## src/rtl/hazard_scoreboard_pkg.sv

```systemverilog
// rtl/hazard_scoreboard_pkg.sv - shared defaults and helpers for the hazard scoreboard
package hazard_scoreboard_pkg;

    localparam int DEFAULT_NUM_REGS  = 32;
    localparam int DEFAULT_REG_IDX_W = 5;
    localparam int DEFAULT_NUM_SRC   = 2;
    localparam int DEFAULT_NUM_WB    = 2;
    localparam int DEFAULT_TIMEOUT   = 1024;

    function automatic logic [31:0] sat_inc32(input logic [31:0] v);
        return (v == 32'hFFFF_FFFF) ? v : v + 32'd1;
    endfunction

endpackage

```

## src/rtl/stall_watchdog.sv

```systemverilog
// rtl/stall_watchdog.sv - counts consecutive stall cycles and latches a sticky deadlock flag
module stall_watchdog
    import hazard_scoreboard_pkg::*;
#(
    parameter int TIMEOUT = DEFAULT_TIMEOUT
) (
    input  logic clk,
    input  logic rst,
    input  logic stall,
    output logic deadlock
);

    localparam int CNT_W = $clog2(TIMEOUT + 1);

    logic [CNT_W-1:0] run_q, run_d;
    logic             dl_q, dl_d;

    // Counter saturates at TIMEOUT; the flag fires on the TIMEOUT-th stall edge.
    always_comb begin
        run_d = run_q;
        if (!stall) begin
            run_d = '0;
        end else if (run_q != CNT_W'(TIMEOUT)) begin
            run_d = run_q + CNT_W'(1);
        end
        dl_d = dl_q | (stall && (run_q == CNT_W'(TIMEOUT - 1)));
    end

    always_ff @(posedge clk or posedge rst) begin
        if (rst) begin
            run_q <= '0;
            dl_q  <= 1'b0;
        end else begin
            run_q <= run_d;
            dl_q  <= dl_d;
        end
    end

    assign deadlock = dl_q;

endmodule

```

## src/rtl/hazard_scoreboard.sv

```systemverilog
// rtl/hazard_scoreboard.sv - RAW/WAW pending-write scoreboard; SCOREBOARD_WB_BYPASS_EN lets same-cycle writebacks unblock decode
module hazard_scoreboard
    import hazard_scoreboard_pkg::*;
#(
    parameter int NUM_REGS  = DEFAULT_NUM_REGS,
    parameter int REG_IDX_W = DEFAULT_REG_IDX_W,
    parameter int NUM_SRC   = DEFAULT_NUM_SRC,
    parameter int NUM_WB    = DEFAULT_NUM_WB,
    parameter int TIMEOUT   = DEFAULT_TIMEOUT
) (
    input  logic                           clk,
    input  logic                           rst,
    input  logic                           dec_valid,
    input  logic [NUM_SRC*REG_IDX_W-1:0]   dec_src_idx,
    input  logic [NUM_SRC-1:0]             dec_src_used,
    input  logic [REG_IDX_W-1:0]           dec_dst_idx,
    input  logic                           dec_dst_we,
    input  logic [NUM_WB-1:0]              wb_valid,
    input  logic [NUM_WB*REG_IDX_W-1:0]    wb_idx,
    input  logic                           flush,
    output logic                           stall,
    output logic [NUM_REGS-1:0]            pending,
    output logic [31:0]                    stall_cycles,
    output logic                           deadlock
);

    logic [NUM_REGS-1:0] pending_q, pending_d;
    logic [NUM_REGS-1:0] clr_mask, set_mask, check_mask;
    logic [31:0]         stall_cycles_q, stall_cycles_d;
    logic                hazard;
    logic                stall_c;

    // Index decodes skip register 0 and anything >= NUM_REGS, so those never set, clear or match.
    always_comb begin
        clr_mask = '0;
        for (int p = 0; p < NUM_WB; p++) begin
            for (int r = 1; r < NUM_REGS; r++) begin
                if (wb_valid[p] && (wb_idx[p*REG_IDX_W +: REG_IDX_W] == REG_IDX_W'(r))) begin
                    clr_mask[r] = 1'b1;
                end
            end
        end
    end

`ifdef SCOREBOARD_WB_BYPASS_EN
    assign check_mask = pending_q & ~clr_mask;
`else
    assign check_mask = pending_q;
`endif

    always_comb begin
        hazard = 1'b0;
        for (int r = 1; r < NUM_REGS; r++) begin
            for (int k = 0; k < NUM_SRC; k++) begin
                if (dec_src_used[k] && (dec_src_idx[k*REG_IDX_W +: REG_IDX_W] == REG_IDX_W'(r))
                        && check_mask[r]) begin
                    hazard = 1'b1;
                end
            end
            if (dec_dst_we && (dec_dst_idx == REG_IDX_W'(r)) && check_mask[r]) begin
                hazard = 1'b1;
            end
        end
    end

    assign stall_c = dec_valid & ~flush & hazard;

    // Set is applied after clear so a same-cycle issue keeps its bit.
    always_comb begin
        set_mask = '0;
        for (int r = 1; r < NUM_REGS; r++) begin
            if (dec_valid && !stall_c && !flush && dec_dst_we && (dec_dst_idx == REG_IDX_W'(r))) begin
                set_mask[r] = 1'b1;
            end
        end
        if (flush) begin
            pending_d = '0;
        end else begin
            pending_d = (pending_q & ~clr_mask) | set_mask;
        end
        pending_d[0] = 1'b0;
        stall_cycles_d = stall_c ? sat_inc32(stall_cycles_q) : stall_cycles_q;
    end

    always_ff @(posedge clk or posedge rst) begin
        if (rst) begin
            pending_q      <= '0;
            stall_cycles_q <= '0;
        end else begin
            pending_q      <= pending_d;
            stall_cycles_q <= stall_cycles_d;
        end
    end

    stall_watchdog #(
        .TIMEOUT (TIMEOUT)
    ) u_watchdog (
        .clk      (clk),
        .rst      (rst),
        .stall    (stall_c),
        .deadlock (deadlock)
    );

    assign stall        = stall_c;
    assign pending      = pending_q;
    assign stall_cycles = stall_cycles_q;

endmodule
```

## config.mk

```make
export PLATFORM = sky130hd
export DESIGN_NAME = hazard_scoreboard
export DESIGN_NICKNAME = d
export VERILOG_FILES = /design/src/rtl/hazard_scoreboard_pkg.sv /design/src/rtl/stall_watchdog.sv /design/src/rtl/hazard_scoreboard.sv
export SDC_FILE = /design/constraint.sdc
export NUM_CORES = 1
export LEC_CHECK = 0
export ABC_AREA = 1
export CAP_MARGIN = 10
export CORE_ASPECT_RATIO = 2
export CORE_MARGIN = 2
export CORE_UTILIZATION = 60
export CTS_BUF_LIST = sky130_fd_sc_hd__clkbuf_4
export DETAILED_ROUTE_END_ITERATION = 10
export PLACE_DENSITY = 0.89
export SLEW_MARGIN = 20
export SYNTH_ARGS = -nofsm -noshare
export SYNTH_HDL_FRONTEND = slang
export SYNTH_SLANG_ARGS = --single-unit
```

## constraint.sdc

```tcl
create_clock -name clk -period 4.15 [get_ports clk]
set_input_delay 0.6225 -clock clk [delete_from_list [all_inputs] [get_ports clk]]
set_output_delay 0.6225 -clock clk [all_outputs]
set_load 0.005 [all_outputs]
```

==> impl_results.md <==
* GRT Total Usage at a little under half
* Worst slew margin at a little over a fifth
* Synth Register Bits at 75
* TritonCTS clock tree: built
* Synth Warn # at 0
* R2R cell count at 11
* Crit path required time at ~3.5 ns
* # setup viols final at 0
* Final Max Slew Viols at 0
* Final Hold Fails at 0
* DIE WIDTH at 73.99 um
* Drt wl/cell at about 20 um
* Setup_tns at 0 ns
* LEAKAGE at around 3.2 nW
* Unrepaired setup endpoints after global routing: false
* First-pass GRT wire length at about 37 mm
* Gates resized, CTS repair at 0
* Yosys cell types at 30
* Sw frac at between 30% and 40%
* Setup Skew at between 0.02 and 0.025 ns
* Share of cells above drive strength 1 at 4.794%
* DPL Wire Length at 17.37 mm
* Placed Cells incl. Taps at 1,159
* Register area share after synthesis at between 30% and 40%
* Drt pass-1 iters at 6
* Hold Path End: u_watchdog.deadlock
* Clock share of power at a little under a third
* Num CTS Buffers at 9
* Clock root buffer: clkbuf_4
* DR vias at roughly 7.1k
* Final core utilization at 73.63%
* Initial antenna violation count at 1
* DRT antenna net count at 0
* Max IR drop VDD at around 0.26 mV
* Crit path kind: primary input to output pin
* Period minus WS final at between 3 and 4 ns
* Avg Inst Size Synth at about 6 um^2
* DIE HEIGHT at roughly 140 um
* Worst Path Arrival at ~3.4 ns
* CTS clk-pin slew, worst paths at around 0.12 ns
* Row count at 51
* Pwr dens at about 190 nW/um^2
* Switching pwr at about 0.45 mW
* Core Footprint at 9635 um^2
* Tcrit/Tclk final at 96.03%
* FF-to-FF End: stall_cycles[1]
* Syn Inst Count at 953
* IO Pins at 100
* Crit-path max FO at 12
* Layout area overhead at 20.69%
* Largest net degree at the start of global routing at 76
* CP startpoint kind: primary input
* Clk Latency, worst-skew pair at 0.46 ns
* Int Pwr at approximately 0.93 mW
* Hold Buf Count CTS at 0
* Crit path from: dec_dst_idx[2]
* Final Net Count at 1,075
* Pin slew with the least headroom to its limit at 1.173 ns
* Commonest non-fill, non-tap cell in the layout: nand2_1
* DRC Markers at 0
* Clock buffer depth at 2
* Final Non-Filler Cells at between 1k and 1.5k
* CTS H-tree lvls at 3
* R2R Path Start: stall_cycles[0]
* Final wirelength at 23.57 mm
* Initial Util at 61.01%
* Grt ovf at 0
* Max cap viols at 0
* Hold Crit Class: flop to flop
* Sequential fraction of design power at ~54%
* Setup bufs post-CTS at 0
* Syn_nets at 990
* GP Congestion at 1.096
* CP endpoint kind: output pin
* CTS Sinks at 75
* Vias in the first global route at approximately 6.9k
* Achievable clock frequency at between 200 and 300 MHz
* Status: completed
* Hold Path Cell Cnt at 1
* Initial DRC count at between 700 and 800
* PortBufs at approximately 100
* Logic pwr share at around 16%
* Vias per std cell at approximately 6.1
* Area of the die at about 11,000 um^2
* Mapped Area at just under 6000 um^2
* Most frequent cells in the layout: nand2_1 (333), nor2_1 (138), clkdlybuf4s50_1 (98), nand4_1 (87), nand3_1 (77)
* Hold path start: u_watchdog.deadlock
* Total power at 1.376 mW
* Reg-to-reg slack, setup at about 1.2 ns
-- layer usage --
| metal | global-route usage [%] | vias up | wire, um |
|---|---|---|---|
| li1 | - | 3294 | - |
| met1 | 44.93 | 3210 | 7362 |
| met2 | 75.42 | 450 | 11870 |
| met3 | 15.68 | 161 | 1963 |
| met4 | 41.24 | 0 | 2373 |
| met5 | 0 | - | 0 |
-- logic make-up after synthesis --
group	count (synthesis)	share of synthesized area, %
DFF	75	31.93
AOI/OAI and AO/OA	40	3.682
other	1	0.06380
buffers and inverters	114	7.854
xor gates and xnor gates	34	5.066
muxes	1	0.1703
adders and majority gates	3	0.6386
and+or+nand+nor	685	50.60
-- Yosys cell counts --
library cell,instances,area (um^2)
nand2_1,333,1250
nor2_1,138,518.0
nand4_1,87,544.3
nand3_1,77,385.4
dfrtp_1,75,1877
inv_1,66,247.7
nor3_1,35,175.2
a21oi_1,33,165.2
xor2_1,27,236.5
clkbuf_1,22,82.58
buf_2,15,75.07
xnor2_1,7,61.31
buf_4,4,30.03
nor2_2,4,25.02
nor4_1,4,25.02
buf_1,3,11.26
ha_1,3,37.54
inv_2,3,11.26
o21bai_1,3,22.52
or2_2,3,18.77
o21ai_0,2,10.01
a221o_1,1,10.01
and3_1,1,6.260
clkinv_1,1,3.750
conb_1,1,3.750
mux2i_1,1,10.01
nand2_2,1,6.260
nand3_2,1,10.01
nor3_2,1,10.01
o311ai_0,1,8.760
-- stage by stage --
step | worst slack (ns) | instance area [um^2] | hold WS (ns)
global placement | 0.3721 | 6975 | 0.4605
CTS | 0.3516 | 7092 | 0.5024
global route | 0.03995 | 7094 | 0.5324
detailed placement | 0.3679 | 6975 | 0.4706
floorplan | 1.479 | 5878 | 0.4678
finish | 0.1646 | 7094 | 0.4977
-- registers in the layout, summed over array words and instances, names as in the netlist --
register / cells
pending: 31
u_watchdog.deadlock: 1
u_watchdog.run_q: 11
stall_cycles: 32
-- power groups by stage --
stage	clock (mW)	sequential (mW)	combinational, mW
final	0.418	0.737	0.222
after global routing	0.441	0.737	0.240
after CTS	0.414	0.737	0.211
after detailed placement	0	0.750	0.210
after global placement	0	0.750	0.208
after floorplan	0	0.750	0.113
-- area by class of cell --
type	instances	area, um^2
Sequential cell	75	1877
Inverter	70	262.8
Clock buffer	10	75.07
Tap cell	132	165.2
Timing Repair Buffer	118	1131
Fill cell	843	2541
Clock inverter	6	41.29
Multi-Input combinational cell	764	3540
Antenna cell	1	2.502
-- worst max path at each step --
stage	endpoint	slack [ns]	cells past startpoint
after floorplan	stall	1.48	15
after global placement	stall	0.37	14
after detailed placement	stall	0.37	14
after CTS	stall	0.35	14
after global routing	stall	0.04	15
final	stall	0.16	14
-- worst max-delay path, stage by stage --
cell	delay, ns
clkdlybuf4s50_1	0.53
nand2_1	0.40
nor2_1	0.13
nand3_1	0.09
nand3_1	0.08
nand2_1	0.06
nand2_1	0.05
nor2_1	0.42
nand2_1	0.13
nor2_2	0.17
nand2_2	0.08
nand2_1	0.10
inv_1	0.05
clkdlybuf4s50_1	0.43
Power figures use the tool's default switching activity.
